**src/rtl/ram_cmd_driver.sv**
```systemverilog
// Purpose : queues write/read commands and drives RAM input pins with exact cycle timing; returns read data.
// Latency : pins change one edge after the command is queued (idle); read data sampled RD_LAT edges after ram_re.
// Backpres: cmd_ready = !full (registered count); no same-cycle pass-through; one pop per edge while issuing.
//
// Ports:
//   clk, rst_n                         clock, asynchronous active-low reset
//   cmd_valid/cmd_ready                command handshake
//   cmd_write, cmd_addr, cmd_data      command payload (1 = write, 0 = read)
//   ram_addr, ram_data, ram_we, ram_re registered RAM input pins
//   ram_q                              RAM read data
//   rsp_valid, rsp_data                one-cycle read response, data held until next sample
//   busy                               FSM not idle or commands queued
module ram_cmd_driver #(
   parameter int ADDR_W = 4,
   parameter int DATA_W = 4,
   parameter int DEPTH  = 4,
   parameter int RD_LAT = 1
) (
   input  logic              clk,
   input  logic              rst_n,
   input  logic              cmd_valid,
   output logic              cmd_ready,
   input  logic              cmd_write,
   input  logic [ADDR_W-1:0] cmd_addr,
   input  logic [DATA_W-1:0] cmd_data,
   output logic [ADDR_W-1:0] ram_addr,
   output logic [DATA_W-1:0] ram_data,
   output logic              ram_we,
   output logic              ram_re,
   input  logic [DATA_W-1:0] ram_q,
   output logic              rsp_valid,
   output logic [DATA_W-1:0] rsp_data,
   output logic              busy
);

   localparam int PTR_W = $clog2(DEPTH);
   localparam int CNT_W = PTR_W + 1;
   localparam int LAT_W = 4;

   typedef struct packed {
      logic              write;
      logic [ADDR_W-1:0] addr;
      logic [DATA_W-1:0] data;
   } cmd_t;

   typedef enum logic [1:0] {
      IDLE = 2'd0,
      WR   = 2'd1,
      RD   = 2'd2,
      WAIT = 2'd3
   } state_t;

   // ------------------------------------------------------------------
   // Command FIFO: power-of-two depth, pointers wrap naturally,
   // count is one bit wider so full and empty are unambiguous.
   // ------------------------------------------------------------------
   cmd_t             fifo_mem [DEPTH];
   logic [PTR_W-1:0] wr_ptr;
   logic [PTR_W-1:0] rd_ptr;
   logic [CNT_W-1:0] count;
   logic [CNT_W-1:0] count_nxt;
   logic             fifo_full;
   logic             fifo_empty;
   logic             push;
   logic             pop;
   cmd_t             cmd_in;
   cmd_t             head;

   assign fifo_full  = (count == CNT_W'(DEPTH));
   assign fifo_empty = (count == '0);
   assign cmd_ready  = !fifo_full;
   assign push       = cmd_valid && !fifo_full;

   assign cmd_in.write = cmd_write;
   assign cmd_in.addr  = cmd_addr;
   assign cmd_in.data  = cmd_data;
   assign head         = fifo_mem[rd_ptr];

   // pop is only raised by the FSM when the FIFO is non-empty
   always_comb begin
      count_nxt = count;
      case ({push, pop})
         2'b10:   count_nxt = count + 1'b1;
         2'b01:   count_nxt = count - 1'b1;
         default: count_nxt = count;
      endcase
   end

   always_ff @(posedge clk or negedge rst_n) begin
      if (!rst_n) begin
         wr_ptr <= '0;
         rd_ptr <= '0;
         count  <= '0;
      end else begin
         if (push) wr_ptr <= wr_ptr + 1'b1;
         if (pop)  rd_ptr <= rd_ptr + 1'b1;
         count <= count_nxt;
      end
   end

   // storage needs no reset: an entry is only read after it was written
   always_ff @(posedge clk) begin
      if (push) fifo_mem[wr_ptr] <= cmd_in;
   end

   // ------------------------------------------------------------------
   // Issue FSM
   // ------------------------------------------------------------------
   state_t           state;
   state_t           state_nxt;
   logic [LAT_W-1:0] lat_cnt;
   logic [LAT_W-1:0] lat_cnt_nxt;
   logic             sample;

   always_ff @(posedge clk or negedge rst_n) begin
      if (!rst_n) begin
         state   <= IDLE;
         lat_cnt <= '0;
      end else begin
         state   <= state_nxt;
         lat_cnt <= lat_cnt_nxt;
      end
   end

   // Reads block further issue until their sample edge, which keeps the
   // pins in strict FIFO order and never overlaps ram_we with ram_re.
   always_comb begin
      state_nxt   = state;
      lat_cnt_nxt = lat_cnt;
      pop         = 1'b0;
      sample      = 1'b0;
      case (state)
         IDLE, WR: begin
            if (!fifo_empty) begin
               pop       = 1'b1;
               state_nxt = head.write ? WR : RD;
            end else begin
               state_nxt = IDLE;
            end
         end
         RD: begin
            if (RD_LAT == 1) begin
               sample    = 1'b1;
               state_nxt = IDLE;
            end else begin
               lat_cnt_nxt = LAT_W'(RD_LAT - 1);
               state_nxt   = WAIT;
            end
         end
         WAIT: begin
            lat_cnt_nxt = lat_cnt - 1'b1;
            if (lat_cnt == LAT_W'(1)) begin
               sample    = 1'b1;
               state_nxt = IDLE;
            end
         end
         default: state_nxt = IDLE;
      endcase
   end

   // ------------------------------------------------------------------
   // Registered pin / response outputs
   // ------------------------------------------------------------------
   logic [ADDR_W-1:0] ram_addr_nxt;
   logic [DATA_W-1:0] ram_data_nxt;
   logic              ram_we_nxt;
   logic              ram_re_nxt;
   logic              rsp_valid_nxt;
   logic [DATA_W-1:0] rsp_data_nxt;
   logic              busy_nxt;

   // ram_re is only set on the edge entering RD, so it lasts exactly the
   // RD cycle; address/data hold whenever nothing is issued.
   always_comb begin
      ram_addr_nxt  = ram_addr;
      ram_data_nxt  = ram_data;
      ram_we_nxt    = 1'b0;
      ram_re_nxt    = 1'b0;
      rsp_valid_nxt = sample;
      rsp_data_nxt  = sample ? ram_q : rsp_data;
      if (pop) begin
         ram_addr_nxt = head.addr;
         if (head.write) begin
            ram_we_nxt   = 1'b1;
            ram_data_nxt = head.data;
         end else begin
            ram_re_nxt = 1'b1;
         end
      end
      busy_nxt = (state_nxt != IDLE) || (count_nxt != '0);
   end

   always_ff @(posedge clk or negedge rst_n) begin
      if (!rst_n) begin
         ram_addr  <= '0;
         ram_data  <= '0;
         ram_we    <= 1'b0;
         ram_re    <= 1'b0;
         rsp_valid <= 1'b0;
         rsp_data  <= '0;
         busy      <= 1'b0;
      end else begin
         ram_addr  <= ram_addr_nxt;
         ram_data  <= ram_data_nxt;
         ram_we    <= ram_we_nxt;
         ram_re    <= ram_re_nxt;
         rsp_valid <= rsp_valid_nxt;
         rsp_data  <= rsp_data_nxt;
         busy      <= busy_nxt;
      end
   end

endmodule

```
**config.mk**
```make
export PLATFORM = sky130hd
export DESIGN_NAME = ram_cmd_driver
export DESIGN_NICKNAME = d
export VERILOG_FILES = /design/src/rtl/ram_cmd_driver.sv
export SDC_FILE = /design/constraint.sdc
export NUM_CORES = 1
export LEC_CHECK = 0
export ABC_CLOCK_PERIOD_IN_PS = 6800
export CAP_MARGIN = 20
export CORE_MARGIN = 5
export CORE_UTILIZATION = 58
export DETAILED_ROUTE_END_ITERATION = 8
export GPL_TIMING_DRIVEN = 0
export HOLD_SLACK_MARGIN = 0.03
export PLACE_DENSITY_LB_ADDON = 0.1
export SYNTH_ARGS = -nofsm -noshare
export SYNTH_HDL_FRONTEND = slang
export SYNTH_SLANG_ARGS = --single-unit
```
**constraint.sdc**
```tcl
create_clock -name clk -period 6.8 [get_ports clk]
set_input_delay 1.36 -clock clk [delete_from_list [all_inputs] [get_ports clk]]
set_output_delay 1.36 -clock clk [all_outputs]
set_load 0.05 [all_outputs]
```
==> results_dict.tcl <==
set metrics [dict create \
    gp_congestion 0.734 \
    ys_top_cells_by_area "edfxtp_1, dfrtp_1, mux4_2" \
    setup_violations 0 \
    firstDrtPassIters 4 \
    insertion_delay_ps 330 \
    dieHeight_um 77.0 \
    timing.final.hold_violations 0 \
    relSlewSlack_pct 58.6 \
    hp-class "reg -> reg" \
    rsz0062_at_grt "no" \
    clk_path_buf_depth 2 \
    outcome "complete, no violations" \
    grt_pass1_vias 1476 \
    holdWs_ps 482 \
    nets 213 \
    overflow 0 \
    fin_tns_setup_ps 0 \
    synth.most_common_cell "edfxtp_1" \
    syn_area_per_cell_um2 18.0 \
    root_buffer "clkbuf_8" \
    num_vias 1366 \
    crit_type "reg -> out" \
    end_kind "output pin" \
    grt_max_degree 21 \
    synth_top_cell_area_share_pct 41.5 \
    ys_warn_count 0 \
    fin_crit_sh_pct 47.8 \
    n_antenna_cell 0 \
    async_reset_ff_share_pct 44.6 \
    synth_top_area_cell "edfxtp_1" \
    placementRows 24 \
    final_max_slew_viol_count 0 \
    power_density_mw_per_mm2 506 \
    cts_tree "yes" \
    max_cap_violations 0 \
    die-area_mm2 0.00593 \
    post_cts_buffers 0 \
    swShare_pct 38.3 \
    synthCells 145 \
    irDropWorstVdd_uv 286 \
    via_per_inst 5.55 \
    drive_above_1_share_pct 19.6 \
    antenna_found_initial 0 \
    io_pins 33 \
    die_w_um 77.0 \
    fin_cells 246 \
    worst_r2r_startpoint "count[1]$_DFF_PN0_" \
    pwr-share-comb_pct 44.9 \
    grt_pass1_wl_mm 7.38 \
    ys_ff_latch 65 \
    fin_crit_ps 3250 \
    p_leak_nw 1.25 \
    clock_skew_ps 8.17 \
    wirelength_mm 4.50 \
    htree_levels 3 \
    core-area_mm2 0.00435 \
    cts_sinks 65 \
    hpwl_mm 3.22 \
    crit_end "cmd_ready" \
    dp_cells 230 \
    grt.total_usage_pct 16.7 \
    pwr-share-seq_pct 38.9 \
    switchingPower_uw 615 \
    clk_pin_slew_ps 60 \
    max_freq_ghz 0.308 \
    synth_edf_count 36 \
    yosysSeqAreaShare_pct 69.4 \
    portBuffers 32 \
    power.total_mw 1.61 \
    routedWlPerCell_um 18.3 \
    crit_start "count[1]$_DFF_PN0_" \
    synth_common_cells "edfxtp_1, dfrtp_1, inv_1, ha_1, mux4_2" \
    reg2reg_slack_ps 4390 \
    crit_arrival_ps 1890 \
    tightest_slew_ps 619 \
    critPathRequiredTime_ps 5440 \
    syn-num-nets 169 \
    ff2ff_path_depth 9 \
    crit_path_start_kind "register" \
    synth_top_flop_cell "edfxtp_1" \
    synth.distinct_cells 34 \
    reg2reg_to "busy$_DFF_PN0_" \
    drt_iter0_markers 68 \
    p_clk_share_pct 16.2 \
    power.internal_uw 991 \
    start_util_pct 59.8 \
    netlist_area_mm2 0.00260 \
    cp_max_fo 6 \
    cts_resized 0 \
    drc_errors 0 \
    cts_hold_buf 0 \
    antenna_left 0 \
    area_growth_pct 21.8 \
    cts_made_buffers 9 \
]
==> power groups by stage <==
| stage | combinational, mW | clock (mW) | sequential (mW) |
|---|---|---|---|
| global placement | 0.694 | 0 | 0.621 |
| CTS | 0.728 | 0.269 | 0.627 |
| floorplan | 0.361 | 0 | 0.782 |
| finish | 0.721 | 0.261 | 0.625 |
| detailed placement | 0.727 | 0 | 0.633 |
| global route | 0.772 | 0.288 | 0.642 |
==> flip-flops by register name, summed over array words and instances, names as in the netlist <==
| register | flops |
|---|---|
| ram_we | 1 |
| state | 2 |
| count | 3 |
| busy | 1 |
| fifo_mem | 36 |
| ram_re | 1 |
| rd_ptr | 2 |
| rsp_valid | 1 |
| wr_ptr | 2 |
| ram_addr | 4 |
| rsp_data | 4 |
| ram_data | 4 |
| lat_cnt | 4 |
==> per-stage QoR <==
| stage | area (um2) | util [%] | setup slack (ps) |
|---|---|---|---|
| after floorplan | 2610 | - | 4030 |
| after global placement | 2990 | 68.7 | 3490 |
| after detailed placement | 3020 | 69.3 | 3410 |
| after CTS | 3170 | 72.8 | 3520 |
| after global routing | 3170 | 72.8 | 3490 |
| final | 3170 | 72.8 | 3550 |
==> cells by family after synthesis <==
kind of cell / count (synthesis) / synth area share (%)
buffers and inverters: 13 / 2.16
AO/OA/AOI/OAI: 5 / 1.54
XOR/XNOR: 8 / 2.69
adder cells (fa/ha/maj): 8 / 4.13
flip-flops: 65 / 69.4
AND/OR/NAND/NOR: 24 / 5.86
multiplexers: 22 / 14.3
==> worst max-delay path, stage by stage (launching register included) <==
cell and delay [ps]:
dfrtp_1 410, or3b_4 440, clkdlybuf4s50_1 720
==> cells in the final DEF, fill, tap and decap left out, types with 3 or more instances in the layout <==
| master | count |
|---|---|
| mux4_2 | 7 |
| xnor2_1 | 6 |
| clkdlybuf4s50_1 | 32 |
| ha_1 | 7 |
| edfxtp_1 | 36 |
| clkinv_2 | 3 |
| inv_1 | 9 |
| o21ai_0 | 3 |
| dfrtp_1 | 29 |
| mux2_1 | 5 |
| and3_1 | 4 |
| mux2_4 | 4 |
| mux2_2 | 4 |
| nand2_1 | 4 |
| nand3_1 | 3 |
| clkbuf_8 | 9 |
==> per-layer routing <==
layer | global-route usage (%) | vias up | share of wire, %
met4 | 8.25 | 0 | 1.6
met1 | 18.2 | 699 | 39
met3 | 5.85 | 5 | 4.8
li1 | - | 623 | -
met5 | 0 | - | 0
met2 | 28.9 | 39 | 55
==> area by class of cell <==
class	count	area (um2)
buffer	2	12.5
multi-input combinational	67	742
timing repair buffer	33	348
fill	281	1180
clock buffer	11	131
clock inverter	5	22.5
sequential	65	1810
tap	52	65.1
inverter	11	43.8
==> worst min path at each step <==
| stage | from | to | slack, ps | cells after the start |
|---|---|---|---|---|
| 6_report | lat_cnt[3]$_DFFE_PN0P_ | lat_cnt[3]$_DFFE_PN0P_ | 480 | 1 |
| 5_1_grt | rsp_data[3]$_DFFE_PN0P_ | rsp_data[3]$_DFFE_PN0P_ | 500 | 1 |
| 4_1_cts | rsp_data[3]$_DFFE_PN0P_ | rsp_data[3]$_DFFE_PN0P_ | 490 | 1 |
| 3_5_place_dp | rsp_data[3]$_DFFE_PN0P_ | rsp_data[3]$_DFFE_PN0P_ | 480 | 1 |
| 3_3_place_gp | lat_cnt[3]$_DFFE_PN0P_ | lat_cnt[3]$_DFFE_PN0P_ | 450 | 1 |
| 2_1_floorplan | lat_cnt[3]$_DFFE_PN0P_ | lat_cnt[3]$_DFFE_PN0P_ | 440 | 1 |
No activity file was read; power rests on OpenSTA's default activity.
